### config.mk
export PLATFORM = sky130hd
export DESIGN_NAME = uart_tx_ser
export DESIGN_NICKNAME = d
export VERILOG_FILES = /design/src/rtl/uart_pkg.sv /design/src/rtl/uart_tx_ser.sv
export SDC_FILE = /design/constraint.sdc
export NUM_CORES = 1
export LEC_CHECK = 0
export CAP_MARGIN = 30
export CORE_MARGIN = 2
export CORE_UTILIZATION = 40
export CTS_BUF_LIST = sky130_fd_sc_hd__clkbuf_16
export DETAILED_ROUTE_END_ITERATION = 10
export SLEW_MARGIN = 20
export SYNTH_ARGS = -nofsm -noshare
export SYNTH_HDL_FRONTEND = slang
export SYNTH_SLANG_ARGS = --single-unit
### constraint.sdc
create_clock -name clk -period 2.4 [get_ports clk]
set_clock_uncertainty 0.15 [all_clocks]
set_input_delay 0.6 -clock clk [delete_from_list [all_inputs] [get_ports clk]]
set_output_delay 0.6 -clock clk [all_outputs]
set_load 0.01 [all_outputs]
### src/rtl/uart_pkg.sv
// Shared UART definitions: transmitter/receiver state encoding and oversampling ratio.
package uart_pkg;

  localparam int OVERSAMPLE = 16;

  typedef enum logic [1:0] {
    IDLE  = 2'd0,
    START = 2'd1,
    DATA  = 2'd2,
    STOP  = 2'd3
  } uart_tx_state_t;

endpackage

### src/rtl/uart_tx_ser.sv
// UART transmitter: shifts one parallel word out LSB first (start, DBIT data, stop),
// pacing each bit by OVERSAMPLE ticks of the 16x baud enable s_tick.
module uart_tx_ser
  import uart_pkg::*;
#(
  parameter int DBIT    = 8,
  parameter int SB_TICK = 16
) (
  input  logic            clk,
  input  logic            reset,
  input  logic            s_tick,
  input  logic            tx_start,
  input  logic [DBIT-1:0] din,
  output logic            tx_busy,
  output logic            tx_done_tick,
  output logic            tx,
  output uart_tx_state_t  dbg_state_o
);

  localparam int SW = ($clog2(SB_TICK) > 4) ? $clog2(SB_TICK) : 4;
  localparam int NW = $clog2(DBIT);

  localparam logic [SW-1:0] S_BIT_LAST  = SW'(OVERSAMPLE - 1);
  localparam logic [SW-1:0] S_STOP_LAST = SW'(SB_TICK - 1);
  localparam logic [NW-1:0] N_LAST      = NW'(DBIT - 1);

  // Handshake: tx_start is a level request, consumed only on an edge where the
  // FSM is IDLE; din is captured on that same edge. tx_busy is low exactly when
  // a request would be accepted. tx_done_tick marks the first IDLE cycle after STOP.

  uart_tx_state_t  state_q, state_d;
  logic [SW-1:0]   s_q, s_d;
  logic [NW-1:0]   n_q, n_d;
  logic [DBIT-1:0] b_q, b_d;
  logic            tx_q, tx_d;
  logic            done_q, done_d;

  always_comb begin
    state_d = state_q;
    s_d     = s_q;
    n_d     = n_q;
    b_d     = b_q;
    done_d  = 1'b0;

    case (state_q)
      IDLE: begin
        if (tx_start) begin
          b_d     = din;
          s_d     = '0;
          state_d = START;
        end
      end
      START: begin
        if (s_tick) begin
          if (s_q == S_BIT_LAST) begin
            s_d     = '0;
            n_d     = '0;
            state_d = DATA;
          end else begin
            s_d = s_q + SW'(1);
          end
        end
      end
      DATA: begin
        if (s_tick) begin
          if (s_q == S_BIT_LAST) begin
            b_d = b_q >> 1;
            s_d = '0;
            if (n_q == N_LAST) state_d = STOP;
            else               n_d     = n_q + NW'(1);
          end else begin
            s_d = s_q + SW'(1);
          end
        end
      end
      STOP: begin
        if (s_tick) begin
          if (s_q == S_STOP_LAST) begin
            state_d = IDLE;
            done_d  = 1'b1;
          end else begin
            s_d = s_q + SW'(1);
          end
        end
      end
      default: state_d = IDLE;
    endcase

    // Line value follows the next state so tx toggles on the same edge as the FSM.
    case (state_d)
      START:   tx_d = 1'b0;
      DATA:    tx_d = b_d[0];
      default: tx_d = 1'b1;
    endcase
  end

  always_ff @(posedge clk) begin
    if (reset) begin
      state_q <= IDLE;
      s_q     <= '0;
      n_q     <= '0;
      b_q     <= '0;
      tx_q    <= 1'b1;
      done_q  <= 1'b0;
    end else begin
      state_q <= state_d;
      s_q     <= s_d;
      n_q     <= n_d;
      b_q     <= b_d;
      tx_q    <= tx_d;
      done_q  <= done_d;
    end
  end

  assign tx           = tx_q;
  assign tx_done_tick = done_q;
  assign tx_busy      = (state_q != IDLE);
  assign dbg_state_o  = state_q;

endmodule

Word-level counts from Yosys, hierarchy flattened
Index checks and enable logic that the tools add are counted.
{"block": "classes", "eq_ne": 16, "add_sub_neg": 2, "n_bitwise": 2, "muxes": 27, "n_reduce_logical": 9}
{"operator": "$mux W8", "n": 3}
{"operator": "$mux W4", "n": 5}
{"operator": "$mux W2", "n": 8}
{"operator": "$ne A2 B2 Y1 const B", "n": 8}
{"operator": "$pmux W8 S2", "n": 1}
{"operator": "$mux W3", "n": 5}
{"operator": "$pmux W4 S3", "n": 1}
{"operator": "$pmux W2 S4", "n": 1}
{"operator": "$reduce_and A4 Y1", "n": 2}
{"operator": "$eq A2 B2 Y1 const B", "n": 3}
{"operator": "$pmux W3 S2", "n": 1}
{"operator": "$reduce_and A6 Y1", "n": 1}
{"operator": "$reduce_bool A2 Y1", "n": 3}
{"operator": "$add A4 B1 Y4 const B", "n": 1}
{"operator": "$eq A2 B1 Y1 const B", "n": 2}
{"operator": "$eq A4 B4 Y1 const B", "n": 1}
{"operator": "$add A3 B1 Y3 const B", "n": 1}
{"operator": "$eq A3 B3 Y1 const B", "n": 1}
{"operator": "$reduce_or A3 Y1", "n": 1}
{"operator": "$logic_not A2 Y1", "n": 1}
{"operator": "$ne A2 B1 Y1 const B", "n": 1}
{"operator": "$not A1 Y1", "n": 2}
{"operator": "$pmux W1 S2", "n": 1}
{"operator": "$reduce_or A2 Y1", "n": 1}
{"operator": "$mux W1", "n": 1}
{"block": "word_totals", "reg_bits": 19, "elab_cells": 63, "out_inout_bits": 5, "in_bits": 12}

Longest topological paths before layout
{"block": "logic_depth", "word_depth": 7, "ltp_mapped": 8, "mapped_depth_nobuf": 6}

Least setup slack after synthesis
No wires, ideal clock.
{"block": "synth_timing", "kind": "register to register", "startpoint": "reg state_q[0] (netlist: dbg_state_o[0])", "endpoint": "reg tx_q (netlist: tx)", "slack_ps": 210, "path_buffers": 1, "period_less_slack_ps": 2190, "required_ps": 2129, "setup_ps": 121, "t_arrival_ps": 1919, "stages_incl_launch_ff": 8, "path_cell_list": "dfxtp_1 inv_1 ha_1 buf_2 inv_1 o32ai_1 or4_1 mux2_2"}
{"block": "synth_via", "elab_chain_len": 6, "word_cells_on_any_way": 17, "classes_between": "5 x eq/ne; 11 x mux; 1 x reduce/logical"}
{"item": "start: declaration", "line_no": "uart_tx_ser.sv:31", "text": "uart_tx_state_t state_q, state_d;"}
{"item": "start signal: assignment", "line_no": "uart_tx_ser.sv:106", "text": "state_q <= state_d;"}
{"item": "$mux W2", "line_no": "uart_tx_ser.sv:69", "text": "if (n_q == N_LAST) state_d = STOP;"}
{"item": "$mux W2", "line_no": "uart_tx_ser.sv:66", "text": "if (s_q == S_BIT_LAST) begin"}
{"item": "$mux W2", "line_no": "uart_tx_ser.sv:65", "text": "if (s_tick) begin"}
{"item": "$pmux W2 S4", "line_no": "uart_tx_ser.sv:45", "text": "case (state_q)"}
{"item": "$eq A2 B2 Y1 / $eq A2 B1 Y1 (equally long branches)", "line_no": "uart_tx_ser.sv:90", "text": "case (state_d)"}
{"item": "$pmux W1 S2 (*)", "line_no": "uart_tx_ser.sv:90"}
{"item": "end signal: assignment", "line_no": "uart_tx_ser.sv:110", "text": "tx_q <= tx_d;"}
{"item": "end: declaration", "line_no": "uart_tx_ser.sv:35", "text": "logic tx_q, tx_d;"}
Every way passes the cells marked *; elsewhere a longest branch is shown, timed or not.
A chain may end at the register's enable or synchronous reset.

Final worst setup path
{"block": "layout_timing", "startpoint": "in s_tick", "endpoint": "reg tx_q (netlist: tx)"}
{"block": "layout_via", "elab_chain_len": 4, "word_cells_on_any_way": 9, "classes_between": "2 x eq/ne; 7 x mux"}
{"item": "start: declaration", "line_no": "uart_tx_ser.sv:11", "text": "input logic s_tick,"}
{"item": "$mux W2, on equally long branches", "line_no": "uart_tx_ser.sv:77, uart_tx_ser.sv:54, uart_tx_ser.sv:65"}
{"item": "$pmux W2 S4", "line_no": "uart_tx_ser.sv:45"}
{"item": "$eq A2 B2 Y1 / $eq A2 B1 Y1 (equally long branches)", "line_no": "uart_tx_ser.sv:90"}
{"item": "$pmux W1 S2 (*)", "line_no": "uart_tx_ser.sv:90"}
Every way passes the cells marked *; elsewhere a longest branch is shown, timed or not. The select of a mux whose other input is x is not followed.

==> out/metrics.cfg <==
[status]
outcome=complete, no violations

[global_routing]
grt_use_total=0.177
grt_pass1_vias=942
grt_pass1_wl_um=4260
grt_max_degree=17
antenna_found_initial=0
overflow=0

[layout]
drive_gt1_frac=0.201
num_antenna_cells=0
fillCellCount=227
syn2layout_area_growth_pct=33.8
fin_nets=169

[sta]
hold_viol=0
setup-tns-final_ns=0
setup_ws_ns=0.0491
final.min_clock_period_ns=2.35
tightest_slew_ns=0.412
fin_crit_sh=0.980
rsz0062_at_grt=no
max_freq_ghz=0.425
setup_viol=0
maxSlewViolCount=0
slew_headroom=0.725

[synthesis]
seq_area_frac_synth=0.357
synth_top_area_frac=0.357
synth_cell_type_count=38
ys_ff_latch=19
avgSynthCellArea_um2=8.74
synth_edf_count=0
synthTopCellsByCount=dfxtp_1 (19), nor2_1 (16), a211oi_1 (10)
yosysWarnings=0
syn_area_mm2=0.00107
synth.area.top_cells=dfxtp_1 (36%), ha_1 (8.2%), a211oi_1 (7.0%), mux2i_1 (5.6%), nor2_1 (5.6%)
synth_largest_area_cell=dfxtp_1
ys.flop_type=dfxtp_1
yosysMostFrequentCell=dfxtp_1
postSynth.asyncResetShare=0
syn-num-nets=141
syn_inst=122

[cts]
postCtsHoldBufs=0
clockRootBuffer=clkbuf_16
numCtsBuffers=3
clk_path_buf_depth=2
cts_tree=yes
cts.sinks=19
path_clk_slew_ns=0.06
clk_latency_ns=0.25
htree_levels=1
post_cts_buffers=0

[power]
power_switching_w=0.000215
powerDensity_mw_per_mm2=605
switching_share=0.250
vdd_drop_max_v=0.000453
leakagePower_nw=0.585
sequentialPowerShare=0.404
pwr-share-comb=0.193
clkPwrFrac=0.403
internal_power_w=0.000647

[place]
dp_hpwl_um=1810
place_ws_ns=-0.203
portBuffers=16
gp_congestion=0.754

[worst_setup_path]
crit_fanout=5
cp.required_ns=2.39
critical-path-max-stage-delay_ns=0.52
cpMaxStageDelayCell=clkdlybuf4s50_1
critPathCapture=tx
critPathLaunch=s_tick
r2r_cells=5
crit_type=in -> reg
endpoint_kind=register
r2r_end=tx
rrSetupSlack_ns=0.26
rr_startpoint=s_q[0]
crit_chain=clkdlybuf4s50_1, and4_1, o32ai_1, or4_1, mux2_2
worst_setup_path_start_kind=input port
cp_data_arrival_time_ns=2.34

[min_path]
hold_path_class=reg -> reg
worstHoldStart=s_q[1]

[route]
via_per_inst=5.54
drt_first_pass_iters=4
routed_wl_um=2470
drc=0
drtAntennaViolNets=0
drtIter0Drc=16
wl_per_cell_um=13.8
via_count=991

[floorplanning]
num_io_pins=17
die_height_um=55.6
die_x_um=55.6
coreArea_mm2=0.00250
start_util=0.426
die_area_mm2=0.00309
rows=18

[run]
cap_violations=0

==> state kept, by name (all words and copies together) (netlist names) <==
signal / count
n_q: 3
s_q: 4
tx: 1
b_q: 8
tx_done_tick: 1
dbg_state_o: 2
==> cell usage in the layout (no fill, tap or decap), types with 2 or more instances in the layout <==
cell type / synthesis / layout
a211oi_1: 10 / 10
a21oi_1: 4 / 4
a22oi_1: 6 / 6
and2_1: 4 / 4
and3_1: 2 / 2
buf_4: 1 / 15
clkbuf_16: 0 / 3
clkdlybuf4s50_1: 0 / 15
dfxtp_1: 19 / 17
dfxtp_2: 0 / 2
ha_1: 7 / 6
inv_1: 4 / 3
mux2i_1: 6 / 6
nand2_1: 5 / 5
nand3_1: 2 / 2
nand4_1: 2 / 2
nor2_1: 16 / 16
nor2b_1: 2 / 2
nor3_1: 2 / 2
o21ai_0: 2 / 2
o21bai_1: 2 / 2
or4_1: 3 / 3
==> how the worst min path moves through the flow <==
stage	to	slack, ns	depth (start not counted)
detailed placement	s_q[1]	0.32	2
floorplan	s_q[1]	0.29	2
finish	s_q[1]	0.32	2
CTS	s_q[1]	0.33	2
global placement	s_q[1]	0.31	2
global route	b_q[2]	0.36	2
==> cell type report <==
type / instances / area [um2] / area share
clock buffer: 3 / 75.1 / 0.0526
clock inverter: 1 / 5.00 / 0.00351
multi-input combinational: 91 / 636 / 0.446
timing repair buffer: 31 / 275 / 0.193
sequential: 19 / 383 / 0.268
inverter: 4 / 15.0 / 0.0105
tap: 30 / 37.5 / 0.0263
==> power by group through the flow <==
stage	combinational [W]	sequential (W)	clock (W)
after floorplan	0.0000883	0.000354	0
after global placement	0.000161	0.000354	0
after detailed placement	0.000164	0.000354	0
after CTS	0.000167	0.000348	0.000357
after global routing	0.000182	0.000351	0.000376
final	0.000167	0.000348	0.000347
==> worst max-delay path, delay by kind of cell <==
family | cells | cell delay, ns
simple gates | 2 | 0.83
buf+inv | 1 | 0.52
mux | 1 | 0.27
compound gates | 1 | 0.12
==> timing repair <==
item / CTS / global route
endpoints found under the setup margin: 1 / 1
pin swaps: 0 / 0
gates resized for setup: 4 / 1
==> metal layers <==
metal / GRT usage / share of wire / vias up
met5: 0 / 0 / -
met1: 0.214 / 0.49 / 462
met3: 0.0419 / 0.035 / 2
met4: 0.0732 / 0.0069 / 0
li1: - / - / 504
met2: 0.301 / 0.47 / 23
==> kinds of logic (layout without fill, tap and decap cells) <==
group,count (synthesis),in the layout,share of synthesized area
adders and majority gates,7,7,0.0822
muxes,7,7,0.0669
DFF,19,19,0.357
and+or+nand+nor,46,46,0.232
buffers and inverters,12,39,0.0493
AOI/OAI and AO/OA,31,31,0.212
==> stage by stage <==
| stage | power [W] | hold WS [ns] | cells | util | cell area [um2] |
|---|---|---|---|---|---|
| after floorplan | 0.000442 | 0.294 | 122 | - | 1070 |
| after global placement | 0.000515 | 0.310 | 175 | 0.536 | 1340 |
| after detailed placement | 0.000518 | 0.318 | 175 | 0.536 | 1340 |
| after CTS | 0.000872 | 0.326 | 179 | 0.570 | 1420 |
| after global routing | 0.000908 | 0.364 | 179 | 0.571 | 1430 |
| final | 0.000862 | 0.321 | 179 | 0.571 | 1430 |
(Power assumes the default switching activity.)
